==> src/rtl/arith_pkg.sv <==
// Shared arithmetic definitions: serial subtractor state encoding and counter sizing.
package arith_pkg;

    typedef enum logic [1:0] {
        IDLE = 2'd0,
        RUN  = 2'd1,
        DONE = 2'd2
    } sub_state_t;

    localparam int DEFAULT_WIDTH = 8;
    localparam int CNT_W         = $clog2(DEFAULT_WIDTH);

    // Bit counter width for an arbitrary operand width; counts 0 .. w-1.
    function automatic int cnt_width(input int w);
        return (w < 2) ? 1 : $clog2(w);
    endfunction

endpackage

==> src/rtl/full_subtractor.sv <==
// One-bit full-subtractor cell: d = x - y - bin, bout is the borrow out.
// Purely combinational, zero latency, no backpressure.
module full_subtractor (
    input  logic x,
    input  logic y,
    input  logic bin,
    output logic d,
    output logic bout
);

    assign d    = x ^ y ^ bin;
    assign bout = (~x & y) | (~(x ^ y) & bin);

endmodule

==> src/rtl/serial_subtractor.sv <==
// Bit-serial a - b - bin, LSB first, through a single full-subtractor cell.
// Latency WIDTH+1 cycles from accepted start to the done pulse.
// No backpressure: start is only accepted in IDLE/DONE and ignored while busy.
module serial_subtractor
    import arith_pkg::*;
#(
    parameter int WIDTH = 8
) (
    input  logic             clk,
    input  logic             rst,
    input  logic             start,
    input  logic [WIDTH-1:0] a,
    input  logic [WIDTH-1:0] b,
    input  logic             bin,
    output logic             busy,
    output logic             done,
    output logic [WIDTH-1:0] diff,
    output logic             bout,
    output logic             overflow
);

    localparam int CW = cnt_width(WIDTH);
    localparam logic [CW-1:0] LAST = CW'(WIDTH - 1);

    sub_state_t       state;
    logic [WIDTH-1:0] a_sr;
    logic [WIDTH-1:0] b_sr;
    logic [WIDTH-1:0] r_sr;
    logic [CW-1:0]    cnt;
    logic             br;
    logic             msb_bin;
    logic             d_bit;
    logic             b_next;
    logic [WIDTH-1:0] r_next;

    full_subtractor u_cell (
        .x    (a_sr[0]),
        .y    (b_sr[0]),
        .bin  (br),
        .d    (d_bit),
        .bout (b_next)
    );

    assign r_next = {d_bit, r_sr[WIDTH-1:1]};

    always_ff @(posedge clk) begin
        if (rst) begin
            state    <= IDLE;
            a_sr     <= '0;
            b_sr     <= '0;
            r_sr     <= '0;
            cnt      <= '0;
            br       <= 1'b0;
            msb_bin  <= 1'b0;
            busy     <= 1'b0;
            done     <= 1'b0;
            diff     <= '0;
            bout     <= 1'b0;
            overflow <= 1'b0;
        end else begin
            case (state)
                IDLE, DONE: begin
                    done <= 1'b0;
                    if (start) begin
                        a_sr  <= a;
                        b_sr  <= b;
                        br    <= bin;
                        cnt   <= '0;
                        busy  <= 1'b1;
                        state <= RUN;
                    end else begin
                        state <= IDLE;
                    end
                end
                RUN: begin
                    r_sr <= r_next;
                    a_sr <= a_sr >> 1;
                    b_sr <= b_sr >> 1;
                    br   <= b_next;
                    cnt  <= cnt + 1'b1;
                    if (cnt == LAST) begin
                        // br here is the borrow feeding the MSB cell
                        msb_bin  <= br;
                        diff     <= r_next;
                        bout     <= b_next;
                        overflow <= br ^ b_next;
                        busy     <= 1'b0;
                        done     <= 1'b1;
                        state    <= DONE;
                    end
                end
                default: begin
                    busy  <= 1'b0;
                    done  <= 1'b0;
                    state <= IDLE;
                end
            endcase
        end
    end

endmodule

==> config.mk <==
export PLATFORM = sky130hd
export DESIGN_NAME = serial_subtractor
export DESIGN_NICKNAME = d
export VERILOG_FILES = /design/src/rtl/arith_pkg.sv /design/src/rtl/full_subtractor.sv /design/src/rtl/serial_subtractor.sv
export SDC_FILE = /design/constraint.sdc
export NUM_CORES = 1
export LEC_CHECK = 0
export ABC_AREA = 1
export CAP_MARGIN = 0
export CORE_MARGIN = 5
export CORE_UTILIZATION = 52
export DETAILED_ROUTE_END_ITERATION = 7
export MAX_ROUTING_LAYER = met4
export PLACE_DENSITY = 0.78
export SLEW_MARGIN = 0
export SYNTH_ARGS = -nofsm -noshare
export SYNTH_HDL_FRONTEND = slang
export SYNTH_HIERARCHICAL = 1
export SYNTH_SLANG_ARGS = --single-unit
==> constraint.sdc <==
create_clock -name clk -period 1.75 [get_ports clk]
set_clock_uncertainty 0.15 [all_clocks]
set_input_delay 0.4375 -clock clk [delete_from_list [all_inputs] [get_ports clk]]
set_output_delay 0.4375 -clock clk [all_outputs]
set_load 0.05 [all_outputs]
* After elaboration in Yosys (flattened, before gate mapping)
Index checks and enable logic that the tools add are counted.
** Word-level totals
- Logic and storage cells :: 47
- Register bits after elaboration :: 42
- Output and inout port bits :: 12
- Bits of input ports :: 20
** Operators by class
- Add/subtract/negate cells :: 1
- Reductions and logical operators :: 7
- Equality and inequality tests :: 5
- Mux-type cells :: 14
- Bitwise logic cells :: 9
** Operators with widths (number)
- one-hot mux 8 bit (2 select lines) :: 2
- 2-to-1 mux 8 bit :: 2
- one-hot mux 3 bit (2 select lines) :: 1
- AND reduction 2 bit :: 3
- 2-to-1 mux 1 bit :: 4
- != test 2 bit, second input constant :: 2
- one-hot mux 1 bit (2 select lines) :: 2
- one-hot mux 2 bit (2 select lines) :: 1
- OR reduction 2 bit :: 2
- adder 3 x 1 -> 3 bit, second input constant :: 1
- == test 3 bit, second input constant :: 1
- 2-to-1 mux 3 bit :: 1
- inverter 1 bit :: 3
- XOR 1 bit :: 3
- bitwise AND 1 bit :: 2
- == test 2 x 1 -> 1 bit, second input constant :: 1
- == test 2 bit, second input constant :: 1
- logical NOT 2 bit :: 1
- 2-to-1 mux 2 bit :: 1
- nonzero test 2 bit :: 1
- OR 1 bit :: 1

* Depth between registers and ports, before layout
Gate-level depths: netlist of run 1.
- Depth in word-level cells :: 5
- Gate-level depth with buffers :: 9
- Mapped depth without buffers :: 9

* Hierarchy
The synthesis of run 1 kept the hierarchy.
** By module, submodules not included
- serial_subtractor :: area an instance 1866.8 um^2, cells each 267, instances 1, sequential area each 820.8 um^2
- full_subtractor :: area an instance 31.3 um^2, cells each 4, instances 1, sequential area each 0.0 um^2

* Worst setup path after synthesis of run 1
No wires, ideal clock.
- Path kind :: register to register
- Start :: register cnt[0]
- End :: register diff[0]
- Buffers on the path :: 2
- Setup slack :: 0.362 ns
- Arrival time :: 1.168 ns
- Library setup time :: 0.070 ns
- Period minus slack after synthesis :: 1.388 ns
- Stages on the path, launching flop included :: 8
- Required time :: 1.530 ns
- Cell sequence :: dfxtp_1 ha_1 ha_1 buf_2 nand2_1 buf_6 nand2_1 a21oi_1
** On the way
- Cells in the longest elaborated chain, start to end :: 2
** Ends and longest elaborated chain
- start, declared :: line serial_subtractor.sv:29 : logic [CW-1:0] cnt;
- start signal, assigned :: line serial_subtractor.sv:80 : cnt <= cnt + 1'b1;
- == test 3 bit :: line serial_subtractor.sv:81 : if (cnt == LAST) begin
- AND reduction 2 bit (no source line)
- end signal, assigned :: line serial_subtractor.sv:84 : diff <= r_next;
- end, declared :: line serial_subtractor.sv:17 : output logic [WIDTH-1:0] diff,
Every way passes these cells.
A chain may end at the register's enable or synchronous reset.

* Final worst setup path of run 1
- Start :: register cnt[0]
- End :: register overflow
** On the way
- Cells in the longest elaborated chain, start to end :: 2
** Ends and longest elaborated chain
- == test 3 bit :: line serial_subtractor.sv:81
- AND reduction 2 bit (no source line)
- end signal, assigned :: line serial_subtractor.sv:86 : overflow <= br ^ b_next;
- end, declared :: line serial_subtractor.sv:19 : output logic overflow
Every way passes these cells.

==> results of run 1 <==
## power by group
group	switching, mW	internal [mW]
sequential	0.0325	0.995
combinational	0.206	0.162
clock	0.333	0.465
## flip-flops by register name, indices dropped and copies added (netlist names)
signal    cells
overflow      1
a_sr          8
bout          1
busy          1
cnt           3
diff          8
r_sr          7
done          1
br            1
state         2
b_sr          8
## what timing repair did
| action | in CTS | in global routing |
|---|---|---|
| hold endpoints to repair | 0 | 0 |
| resized for setup | 0 | 1 |
| endpoints found under the setup margin | 0 | 1 |
## Yosys cell counts
master and count:
nand2_1 53, dfxtp_1 41, nand3_1 41, inv_1 37
nor2_1 33, nor3_1 16, buf_2 11, o21ai_0 11
a21oi_1 9, buf_6 5, inv_2 3, nand3b_1 3
ha_1 2, nand2_2 2, buf_4 1, fa_1 1
nor2_4 1, xor2_1 1
## layer usage
| layer | GRT usage [%] | share of wire [%] | up-vias | wire, µm |
|---|---|---|---|---|
| met2 | 29.8 | 47 | 32 | 1990 |
| met5 | - | 0 | - | 0 |
| met3 | 6.47 | 4.5 | 6 | 187 |
| met1 | 22.1 | 47 | 784 | 1950 |
| met4 | 8.09 | 1.6 | 0 | 68 |
| li1 | - | - | 905 | - |
## worst register-to-register path: stages, from the launching register on
cell and delay (ns):
dfxtp_1 0.36, ha_1 0.16, ha_1 0.33, nand2_2 0.22
nor2_1 0.15, nor2_1 0.05
## final timing paths
check                                           from                    end
worst max register to register   cnt[0]$_SDFFE_PP0P_  overflow$_SDFFE_PP0P_
worst min-delay path            r_sr[4]$_SDFFE_PP0P_   diff[3]$_SDFFE_PP0P_
worst max-delay path             cnt[0]$_SDFFE_PP0P_  overflow$_SDFFE_PP0P_
worst min register to register  r_sr[4]$_SDFFE_PP0P_   diff[3]$_SDFFE_PP0P_
## stage by stage
step	hold slack (ns)	setup slack, ns
after detailed placement	0.298	0.00271
after floorplan	0.278	0.362
after global placement	0.294	0.0533
final	0.314	0.229
after CTS	0.314	0.103
after global routing	0.349	0.109
## cell families after synthesis
family | Yosys count | share of synthesized area (%)
flip-flops | 41 | 43.2
adder cells (fa/ha/maj) | 3 | 2.37
AO/OA/AOI/OAI | 20 | 5.27
AND/OR/NAND/NOR | 149 | 34.5
XOR/XNOR | 1 | 0.462
buffers and inverters | 57 | 14.2
## layout make-up
cell class,count,area share (%)
Clock buffer,7,3.48
Sequential cell,41,33.0
Inverter,40,6.05
Clock inverter,1,1.21
Tap cell,48,2.42
Multi-Input combinational cell,173,32.6
Timing Repair Buffer,42,21.2
==> metrics.yaml, run 1 <==
clock_tree:
  clk_pin_slew_worst_paths_ns: 0.08
  max-clock-path-buffers: 2
  holdBufCountCts: 0
  cts.sinks: 41
  clk-insertion-delay-late_ns: 0.30
  root_buffer: "clkbuf_8"
  tritoncts: "yes"
  htree_levels: 2
  post-cts-setup-buffers: 0
  cts_made_buffers: 5
logic_synthesis:
  synth_top_area_share_pct: 43.2
  syn_nets: 294
  netlist_area_um2: 1900
  synth_area_leaders: "dfxtp_1, nand3_1, nand2_1, inv_1, nor2_1"
  yosysWarnings: 6
  synth_seq_cells: 41
  postSynthAreaPerCell_um2: 7.00
  ys_seq_area_share_pct: 43.2
  synthCells: 271
  synth_top_cell_by_area: "dfxtp_1"
  synth_cell_type_count: 18
routing:
  firstDrtPassIters: 5
  vias: 1727
  wl_per_cell_um: 11.9
  totalWireLength_um: 4200
  drc: 0
  viasPerCell: 4.91
  drtAntennaViolNets: 0
  drt-initial-drc-count: 113
finish:
  layout_commonest_cell: "nand2_1"
  drive_gt1_share_pct: 12.2
  fin_util_pct: 68.9
  layout.nets: 326
  fin_cells: 352
  multi_input_area_um2: 811
  area.growth.synth_to_final_pct: 30.9
  diodes: 0
  design_area_um2: 2480
  nFillCells: 313
  layout_common_cells: "nand2_1, nand3_1, dfxtp_1"
  seq_area_um2: 821
worst_setup_path:
  worst-r2r-cell-count: 5
  critPathSlowestCell: "dfxtp_1"
  cp.depth: 5
  cp_num_buf_inv: 0
  cp_max_fo: 11
  crit_family: "adder cells"
  worstSetupPathType: "reg2reg"
  slowest_delay_ns: 0.36
  crit_path_end_kind: "flip-flop"
  worst_ep_arrival_time_ns: 1.57
  cp_cell_sequence: "ha_1, ha_1, nand2_2, nor2_1, nor2_1"
  startpoint_type: "flip-flop"
  r2r_slack_ns: 0.23
  required_ns: 1.80
timing:
  setup-violations-final: 0
  max_slew.worst_pin.slew_ns: 0.492
  relSlewSlack_pct: 67.1
  finalCriticalPeriod_ns: 1.52
  slew_viol_final: 0
  hold_viol: 0
  max_freq_mhz: 657
  rsz0062_at_grt: "false"
  period_share_pct: 86.9
  finalSetupTns_ns: 0
place:
  hpwl_um: 2880
  place.gp.congestion: 0.763
  portBuffers: 31
  dpl.cell_count: 344
  placed_area_um2: 2360
min_path:
  min_path_cells: 2
  hold_path.class: "reg2reg"
die:
  die_h_um: 70.4
  die_area_um2: 4960
  die_x_um: 70.4
  placementRows: 22
  ios: 32
  fp.coreArea_um2: 3610
  start_util_pct: 52.6
grt:
  grt_max_degree: 27
  antenna_found_initial: 0
  grt_pass1_wl_um: 7330
  grt_usage_pct: 19.0
  first_global_vias: 1728
  gr-total-overflow: 0
pwr:
  fin_total_pwr_mw: 2.19
  power.leakage_nw: 1.16
  p_per_area_nw_per_um2: 884
  peakVddDrop_mv: 0.700
run:
  drv_cap: 0
outcome:
  outcome: "finished clean"
(Power assumes the default switching activity.)
==> inputs of run 2 (changes only) <==
--- a/config.mk
+++ b/config.mk
@@ -8,10 +8,9 @@
 export ABC_AREA = 1
 export CAP_MARGIN = 0
 export CORE_MARGIN = 5
-export CORE_UTILIZATION = 52
+export CORE_UTILIZATION = 40
 export DETAILED_ROUTE_END_ITERATION = 7
 export MAX_ROUTING_LAYER = met4
-export PLACE_DENSITY = 0.78
 export SLEW_MARGIN = 0
 export SYNTH_ARGS = -nofsm -noshare
 export SYNTH_HDL_FRONTEND = slang
==> run 2 against run 1 <==
Sequential power hardly changed. Clock power is 26% lower. Routed wire length is 1.7% lower. Critical path type unchanged.
==> metrics.yaml, run 2 (synthesis results as in run 1) <==
clock_tree:
  post-cts-setup-buffers: 0  # unchanged
  holdBufCountCts: 0  # unchanged
  cts_made_buffers: 5  # unchanged
  max-clock-path-buffers: 2  # unchanged
  clk_pin_slew_worst_paths_ns: 0.08  # about the same
  cts_resized: 0  # unchanged
  cts.sinks: 41  # unchanged
  htree_levels: 2  # unchanged
  tritoncts: "yes"
  clk-insertion-delay-late_ns: 0.29  # about the same
  root_buffer: "clkbuf_8"
routing:
  drt-initial-drc-count: 95  # -16%
  drtAntennaViolNets: 0  # unchanged
  firstDrtPassIters: 4  # -1
  vias: 1707  # -1.2%
  totalWireLength_um: 4130  # -1.7%
  viasPerCell: 4.77  # -2.8%
  drc: 0  # unchanged
  wl_per_cell_um: 11.5  # -3.3%
worst_setup_path:
  worst_ep_arrival_time_ns: 1.56  # about the same
  startpoint_type: "flip-flop"
  worstSetupPathType: "reg2reg"
  required_ns: 1.78  # -0.02 ns
  crit_start: "state[0]$_SDFFE_PP0P_"
  reg2reg_from: "state[0]$_SDFFE_PP0P_"
  cp_max_fo: 11  # unchanged
  crit_path_end_kind: "flip-flop"
  worst-r2r-cell-count: 5  # unchanged
die:
  fp.coreArea_um2: 4660  # +29%
  placementRows: 25  # +14%
  die_h_um: 78.9  # +12%
  ios: 32  # unchanged
  start_util_pct: 40.7  # -12 points
  die_area_um2: 6220  # +26%
  die_x_um: 78.9  # +12%
min_path:
  min_from: "cnt[0]$_SDFFE_PP0P_"
  min_path_cells: 1  # -1
  hold_path.class: "reg2reg"
timing:
  rsz0062_at_grt: "false"
  finalSetupTns_ns: 0  # unchanged
  period_share_pct: 87.3  # +0.34 points
  finalCriticalPeriod_ns: 1.53  # +0.00587 ns
  setup-violations-final: 0  # unchanged
  relSlewSlack_pct: 68.4  # +1.3 points
  max_slew.worst_pin.slew_ns: 0.473  # -0.0193 ns
  hold_viol: 0  # unchanged
  slew_viol_final: 0  # unchanged
  max_freq_mhz: 655  # -0.38%
place:
  place.gp.congestion: 0.731  # -4.2%
  dpl.cell_count: 350  # +1.7%
  portBuffers: 31  # unchanged
  hpwl_um: 2830  # -1.7%
pwr:
  fin_total_pwr_mw: 1.98  # -9.8%
  peakVddDrop_mv: 0.528  # -25%
  p_per_area_nw_per_um2: 802  # -9.2%
  power.leakage_nw: 1.16  # -0.80%
finish:
  drive_gt1_share_pct: 11.8  # -0.33 points
  fin_cells: 358  # +1.7%
  layout.nets: 326  # unchanged
  top_regs: "a_sr: 8 flops, b_sr: 8 flops, diff: 8 flops"
  nFillCells: 470  # +50%
  diodes: 0  # unchanged
  seq_area_um2: 821  # unchanged
  layout_commonest_cell: "nand2_1"
  layout_common_cells: "nand2_1, nand3_1, dfxtp_1"
  multi_input_area_um2: 808  # -0.31%
  area.growth.synth_to_final_pct: 30.0
  fin_util_pct: 52.9  # -16 points
grt:
  grt_pass1_wl_um: 7330  # about the same
  gr-total-overflow: 0  # unchanged
  grt_max_degree: 27  # unchanged
  antenna_found_initial: 0  # unchanged
  first_global_vias: 1628  # -5.8%
  grt_usage_pct: 15.0  # -4.0 points
outcome:
  outcome: "finished clean"
run:
  drv_cap: 0  # unchanged
run 2: where the power goes:
part	leakage [nW]	total (mW)	internal (mW)	switching (mW)
clock	0.0450	0.588	0.276	0.312
combinational	0.774	0.365	0.165	0.201
sequential	0.336	1.03	0.995	0.0310
run 2: area by class of cell:
cell class | count | share of cell area (%)
clock buffer | 6 | 2.94
timing repair buffer | 42 | 21.8
inverter | 40 | 6.09
clock inverter | 2 | 0.406
sequential | 41 | 33.3
tap | 54 | 2.74
multi-input combinational | 173 | 32.8
run 2: critical path: stages (launching register included):
cell and delay [ns]:
dfxtp_1 0.42, inv_2 0.09, nor2_4 0.21, nand2_1 0.30
nor2_1 0.19, nor2_1 0.06
run 2: metal layers:
| metal | wire length (µm) | GRT usage [%] | vias to the layer above |
|---|---|---|---|
| li1 | - | - | 908 |
| met1 | 1950 | 18.9 | 766 |
| met2 | 1940 | 23.5 | 26 |
| met3 | 180 | 3.74 | 7 |
| met4 | 66 | 5.67 | 0 |
| met5 | 0 | - | - |
run 2: through the flow:
stage / hold WS, ns / area, µm² / setup WS (ns)
4_1_cts: 0.320 / 2470 / 0.200
2_1_floorplan: 0.278 / 1900 / 0.362
3_5_place_dp: 0.307 / 2380 / 0.00449
3_3_place_gp: 0.297 / 2380 / 0.0603
5_1_grt: 0.335 / 2470 / 0.0815
6_report: 0.312 / 2470 / 0.223
run 2: final timing paths:
kind	end	slack, ns
setup / recovery	overflow$_SDFFE_PP0P_	0.22
hold reg to reg	cnt[0]$_SDFFE_PP0P_	0.31
setup reg to reg	overflow$_SDFFE_PP0P_	0.22
hold / removal	cnt[0]$_SDFFE_PP0P_	0.31
==> inputs of run 3 (changes only) <==
--- a/config.mk
+++ b/config.mk
@@ -10,6 +10,7 @@
 export CORE_MARGIN = 5
 export CORE_UTILIZATION = 40
 export DETAILED_ROUTE_END_ITERATION = 7
+export GPL_ROUTABILITY_DRIVEN = 0
 export MAX_ROUTING_LAYER = met4
 export SLEW_MARGIN = 0
 export SYNTH_ARGS = -nofsm -noshare
==> results of run 3 <==
Same layout as run 2: the final DEF is identical, and so are final timing and power.
==> patch: new RTL, settings of run 3 <==
Change the parameter `WIDTH` from 8 to 10.
--- a/src/rtl/serial_subtractor.sv
+++ b/src/rtl/serial_subtractor.sv
@@ -6,3 +6,3 @@
 #(
-    parameter int WIDTH = 8
+    parameter int WIDTH = 10
 ) (
Interface: changed (resized a, b and diff); port bits go from 32 to 38. No check against the original RTL was run, so the function may have changed too.
==> patch against run 3 <==
  * Via count rose by 21%
  * Wire length is 17% higher
  * Critical path depth up 4
  * Final cell count is 19% higher
  * Sequential cell count increased by 9
  * Setup slack better by 0.026 ns
  * Maximum frequency up 1.7%
  * Combinational power down 2%
  * Power rose by 20%
  * Sequential share of layout area grew 0.58 points
  * Synthesized area grew 17%
  * Sequential power rose by 19%
  * Final area increased by 20%
==> patch: results (changes against run 3) <==
- GRT Overall Usage: 14.7% (-0.35 points)
- Syn_area_per_cell: 7.02 um2 (+0.23%)
- Post-place instance area: 2850 um2 (+19%)
- Share of layout cells above drive strength 1: 11.3% (-0.57 points)
- Iteration-0 DRC Markers: 84 (-12%)
- Non-filler cells, final: 427 (+19%)
- Worst R2R Path Depth: 9 (+4)
- Routing usage on met2: 25.5% (+2.0 points)
- Relative slew slack: 74.0% (+5.7 points)
- Pleak: 1.22 nW (+5.6%)
- Hold slack: 0.301 ns (-0.0106 ns)
- Hold path endpoint: r_sr[8]$_SDFFE_PP0P_
- Post-synthesis net count: 343 (+17%)
- Vias in the first global route: 1934 (+19%)
- Routed WL per cell: 11.3 um (-2.2%)
- P_int: 1.78 mW (+24%)
- Top post-synthesis cells by area: dfxtp_1 (45%), nand3_1 (15%), nand2_1 (9.1%)
- Placed insts: 419 (+20%)
- Pre-CTS setup slack: 0.0183 ns (+0.0138 ns)
- Port buffer count: 37 (+19%)
- GR Layer Usage met1: 17.0% (-1.9 points)
- Status: complete, no violations
- Flop2flop setup slack: 0.25 ns (+0.03 ns)
- Final nets: 381 (+17%)
- Crit path from: br$_SDFFE_PP0P_
- Hold Path Depth: 2 (+1)
- FILL cells: 551 (+17%)
- Top Registers: a_sr: 10 flops, b_sr: 10 flops, diff: 10 flops
- GR met3 Demand/Resource: 3.43% (-0.31 points)
- CP Data Arrival Time: 1.59 ns (+0.03 ns)
- Synth top cells by count: nand3_1 (65), nand2_1 (54), dfxtp_1 (50)
- Via count: 2068 (+21%)
- Final min period: 1.50 ns (-0.0261 ns)
- Top delay family on crit path: flip-flops
## patch: layer usage
layer	vias up	share of wire [%]
met3	6	4.9
met4	0	1.0
li1	1086	-
met2	43	48
met5	-	0
met1	933	46
## patch: final cells by class
class,instances,area (um2),area share (%)
Clock buffer,6,72.6,2.45
Inverter,40,150,5.08
Tap cell,72,90.1,3.05
Multi-Input combinational cell,206,966,32.7
Clock inverter,2,37.5,1.27
Timing Repair Buffer,51,641,21.7
Sequential cell,50,1000,33.8
## patch: cell families after synthesis
| kind of cell | share of synthesized area [%] |
|---|---|
| simple gates | 31.1 |
| buf+inv | 11.3 |
| flops | 45.1 |
| compound gates | 10.4 |
| fa+ha+maj | 2.03 |
## patch: power by group through the flow
stage	combinational, mW	clock [mW]	sequential (mW)
2_1_floorplan	0.221	0	1.25
3_3_place_gp	0.357	0	1.25
3_5_place_dp	0.359	0	1.25
4_1_cts	0.360	0.837	1.23
5_1_grt	0.406	0.867	1.23
6_report	0.357	0.802	1.23
